==> src/rtl/scan_mux_pkg.sv <==
// scan_mux_pkg: mode encodings and round-robin pointer helper shared by the scan_mux slice.
package scan_mux_pkg;

    localparam logic MODE_MANUAL = 1'b0;
    localparam logic MODE_AUTO   = 1'b1;

    function automatic int ptr_next(input int p, input int n);
        return (p == n - 1) ? 0 : p + 1;
    endfunction

endpackage

==> src/rtl/dec_n.sv <==
// dec_n: SW-to-N one-hot decoder with enable; codes >= N decode to all zeros.
module dec_n #(
    parameter int N  = 8,
    parameter int SW = $clog2(N)
) (
    input  logic [SW-1:0] w,
    input  logic          En,
    output logic [N-1:0]  y
);

    for (genvar k = 0; k < N; k++) begin : g_dec
        assign y[k] = En && (w == SW'(k));
    end

endmodule

==> src/rtl/scan_mux.sv <==
// scan_mux: registered N-channel mux with manual select or round-robin auto-scan,
// valid/ready output holding register and one-hot acknowledge to the loaded channel.
module scan_mux
    import scan_mux_pkg::*;
#(
    parameter int N  = 8,
    parameter int W  = 8,
    parameter int SW = $clog2(N)
) (
    input  logic            Clock,
    input  logic            Resetn,
    input  logic            En,
    input  logic            mode,
    input  logic [SW-1:0]   s,
    input  logic [N*W-1:0]  w,
    input  logic [N-1:0]    wv,
    output logic [N-1:0]    ack,
    output logic [W-1:0]    f,
    output logic            fv,
    input  logic            fr,
    output logic [SW-1:0]   sel
);

    localparam logic [SW:0] N_LIM = (SW + 1)'(N);

    logic [SW-1:0] ptr;
    logic [N-1:0]  y;
    logic [W-1:0]  d;
    logic          slot_free, load, s_ok, ptr_valid;

    assign sel       = (mode == MODE_AUTO) ? ptr : s;
    assign slot_free = !fv || fr;
    assign load      = |(y & wv) && slot_free;
    assign ack       = load ? y : '0;
    assign s_ok      = {1'b0, s} < N_LIM;
    assign ptr_valid = |(wv & (N'(1) << ptr));

    dec_n #(.N(N), .SW(SW)) u_dec (
        .w  (sel),
        .En (En),
        .y  (y)
    );

    // y is one-hot or zero, so AND-OR selection never mixes channels
    always_comb begin
        d = '0;
        for (int k = 0; k < N; k++) d = d | ({W{y[k]}} & w[k*W +: W]);
    end

    always_ff @(posedge Clock or negedge Resetn) begin
        if (!Resetn) begin
            f  <= '0;
            fv <= 1'b0;
        end else if (load) begin
            f  <= d;
            fv <= 1'b1;
        end else if (fv && fr) begin
            fv <= 1'b0;
        end
    end

    // manual mode tracks s so auto-scan resumes at the last manual channel
    always_ff @(posedge Clock or negedge Resetn) begin
        if (!Resetn)
            ptr <= '0;
        else if (En)
            ptr <= (mode == MODE_AUTO)
                 ? ((load || !ptr_valid) ? SW'(ptr_next(int'(ptr), N)) : ptr)
                 : (s_ok ? s : '0);
    end

endmodule

==> config.mk <==
export PLATFORM = sky130hd
export DESIGN_NAME = scan_mux
export DESIGN_NICKNAME = d
export VERILOG_FILES = /design/src/rtl/scan_mux_pkg.sv /design/src/rtl/dec_n.sv /design/src/rtl/scan_mux.sv
export SDC_FILE = /design/constraint.sdc
export NUM_CORES = 1
export LEC_CHECK = 0
export ABC_AREA = 1
export BUFFER_PORTS_ARGS = -buffer_cell sky130_fd_sc_hd__buf_2
export CAP_MARGIN = 20
export CORE_MARGIN = 4
export CORE_UTILIZATION = 37
export DETAILED_ROUTE_END_ITERATION = 8
export PLACE_DENSITY_LB_ADDON = 0.08
export SLEW_MARGIN = 20
export SYNTH_ARGS = -nofsm -noshare
export SYNTH_HDL_FRONTEND = slang
export SYNTH_SLANG_ARGS = --single-unit
==> constraint.sdc <==
create_clock -name Clock -period 1.6 [get_ports Clock]
set_clock_uncertainty 0.05 [all_clocks]
set_input_delay 0.08 -clock Clock [delete_from_list [all_inputs] [get_ports Clock]]
set_output_delay 0.08 -clock Clock [all_outputs]
set_load 0.01 [all_outputs]
==> impl_metrics.py <==
metrics = {
    "placement": {
        "dp_hpwl_um": 4496,
        "place_area_um2": 2206,
        "port_buffers": 99,
        "dp_slack_ns": -0.1281,
        "place.gp.congestion": 0.8965,
        "dp_cells": 397,
    },
    "global_route": {
        "first_global_vias": 1784,
        "grt_pass1_wl_um": 8100,
        "overflow": 0,
        "grt_usage": 0.2365,
        "grt_antenna_before_repair": 0,
        "grt_max_degree": 24,
    },
    "worst_setup_path": {
        "crit_type": "reg -> reg",
        "critical_path_required_ns": 1.69,
        "max_stage_delay_ns": 0.40,
        "cp_cell_sequence": "nand2_2, nand2_8, nor2_4, nand3_1, nand2_1, nor2_1, nand2_1, nand2_2, buf_4, buf_6, buf_4, nand2_4, nand2_2, nand2_1, nand2_1",
        "slowest_stage": "dfrtp_1",
        "critPathArrivalTime_ns": 1.99,
        "cp_common_cell": "nand2_1",
        "cp_max_fo": 6,
        "setup.worst_path.end_class": "flop",
        "start_kind": "flop",
    },
    "pwr": {
        "p_clk_frac": 0.129,
        "p_int_mw": 1.462,
        "power.density_nw_per_um2": 1080,
        "peakVddDrop_uv": 674.1,
        "seqPwrFrac": 0.201,
        "switching_power_mw": 1.185,
        "comb_power_share": 0.670,
        "switching_share": 0.4477,
        "p_leak_nw": 1.402,
    },
    "sta": {
        "slew_headroom": 0.8161,
        "rsz0062_at_grt": "yes",
        "layout_setup_ws_ns": -0.3009,
        "hold_violations": 0,
        "fin_crit_sh": 1.188,
        "finalSetupViolCount": 20,
        "report.final.slew_viol_count": 0,
        "maxClockFrequency_mhz": 526.1,
        "fin_crit_ns": 1.901,
        "setup-tns-final_ns": -4.656,
        "max_slew.worst_pin.slew_ns": 0.2758,
    },
    "clocking": {
        "cts-htree-levels": 1,
        "cts_buffer_depth": 2,
        "clock_latency_ns": 0.25,
        "cts_sinks": 12,
        "cts_tree": "built",
        "root_buffer": "clkbuf_8",
        "cts.clk_slew.worst_paths_ns": 0.05,
        "numCtsBuffers": 3,
    },
    "route": {
        "vias_per_cell": 4.912,
        "final_antenna_net_count": 0,
        "firstDrtPassIters": 5,
        "first_iter_violations": 192,
        "wl_met1_um": 2163,
        "wl_met3_um": 653,
        "drc": 0,
        "wl_met2_um": 2851,
        "dr.max_layer_used": "met4",
        "vias": 2014,
        "routedWlPerCell_um": 13.98,
        "wirelength_um": 5731,
    },
    "logic_synthesis": {
        "seq_area_frac_synth": 0.2220,
        "synthTopCellsByCount": "95 x nand2_1, 38 x nand3_1, 14 x nor2_1, 12 x dfrtp_1, 12 x inv_1",
        "synth_cell_types": 25,
        "synth_warnings": 0,
        "synth.top_cell.area_share": 0.2636,
        "post-synth-top-count-cell": "nand2_1",
        "syn_nets": 310,
        "synthTopCellsByArea": "nand2_1 26%, dfrtp_1 22%, nand3_1 14%",
        "synth_top_cell_by_area": "nand2_1",
        "syn_inst": 224,
        "ys_ff_latch": 12,
        "synth_edf_count": 0,
        "syn_area_per_cell_um2": 6.038,
        "ys.flop_type": "dfrtp_1",
        "netlist_area_um2": 1353,
        "async_flop_share": 1.000,
    },
    "floorplanning": {
        "io_pins": 100,
        "core_um2": 3442,
        "die_h_um": 68.46,
        "placementRows": 21,
        "die_x_um": 68.46,
        "die_area_um2": 4687,
        "initial_core_util": 0.3929,
    },
    "final_layout": {
        "fin_area_um2": 2451,
        "nFillCells": 316,
        "syn2layout_area_growth_pct": 81.22,
        "fin_util": 0.7121,
        "finalNonFillerCells": 410,
        "nets": 451,
        "layout-drive-gt1-share": 0.5165,
        "n_antenna_cell": 0,
    },
    "hold_path": {
        "hold_path.class": "in -> reg",
    },
    "flow_run": {
        "drv_cap": 0,
    },
    "outcome": {
        "run_status": "complete, but fails checks",
        "violations": "negative setup slack",
    },
}
[routing by layer]
metal	up-vias	track usage
met2	110	0.4315
met4	0	0.06452
li1	1024	-
met1	872	0.2769
met3	8	0.04598
met5	-	0
[power groups by stage]
stage,sequential [mW],clock (mW),combinational [mW]
floorplan,0.582,0,0.820
finish,0.532,0.341,1.77
CTS,0.532,0.347,1.66
global placement,0.536,0,1.51
global route,0.545,0.355,1.95
detailed placement,0.534,0,1.52
[timing repair]
item                                    CTS  global route
cloned                                    1             0
endpoints found under the setup margin   19            20
gates resized for setup                  17            21
hold endpoints to repair                 12             0
pin swaps                                 6             8
hold buffers                              1             0
setup buffers                             3             6
[worst max-delay path, delay by kind of cell (launching register included)]
kind          cells  cell delay (ns)
simple gates     12             0.95
flops             1             0.40
buf+inv           3             0.38
[per-stage QoR]
stage                     power (mW)  hold WS [ns]
after floorplan                1.402       -0.2656
after global placement         2.047      -0.07467
after detailed placement       2.055      -0.07261
after CTS                      2.537       0.07969
after global routing           2.851        0.1022
final                          2.647       0.07924
[cells by family after synthesis]
| logic type | synth area share |
|---|---|
| flops | 0.2220 |
| fa+ha+maj | 0.05550 |
| compound gates | 0.06753 |
| simple gates | 0.5874 |
| buf+inv | 0.06752 |
[path summary, 6_finish.rpt]
check | from | endpoint | slack, ns | depth (start not counted)
min | fr | fv | 0.08 | 4
min in group asynchronous | Resetn | f[2] | 0.20 | 2
min reg2reg | f[4] | f[4] | 0.43 | 2
max reg2reg | ptr[0] | ptr[2] | -0.30 | 15
max in group asynchronous | Resetn | ptr[1] | 1.08 | 2
max | ptr[0] | ptr[2] | -0.30 | 15
[state kept, by name, summed over array words and instances (netlist names)]
signal and count:
fv 1, f 8, ptr 3
[cell type report]
cell class / instances / area [µm²] / share of cell area
multi-input combinational: 191 / 1121 / 0.4574
sequential: 12 / 300.3 / 0.1225
clock buffer: 4 / 55.05 / 0.02246
tap: 46 / 57.56 / 0.02348
inverter: 16 / 70.07 / 0.02859
timing repair buffer: 141 / 847.1 / 0.3456
[placed cells by master (no fill, tap or decap), types with 2 or more instances in the layout]
| cell type | n |
|---|---|
| buf_2 | 98 |
| nand2_1 | 86 |
| nand3_1 | 36 |
| buf_4 | 36 |
| dfrtp_1 | 12 |
| nand4_1 | 9 |
| nand2_2 | 8 |
| inv_1 | 8 |
| nor2_1 | 8 |
| nor2_4 | 7 |
| ha_1 | 5 |
| buf_6 | 5 |
| inv_2 | 4 |
| nand2_4 | 4 |
| inv_4 | 4 |
| nor3_4 | 4 |
| clkbuf_8 | 4 |
| nor2_2 | 3 |
| o21ai_1 | 3 |
| a22o_1 | 3 |
| nand2_8 | 2 |
| nand3_2 | 2 |
| a21oi_1 | 2 |
| o21ai_2 | 2 |
Note: power is estimated with default switching activity, not from simulation.
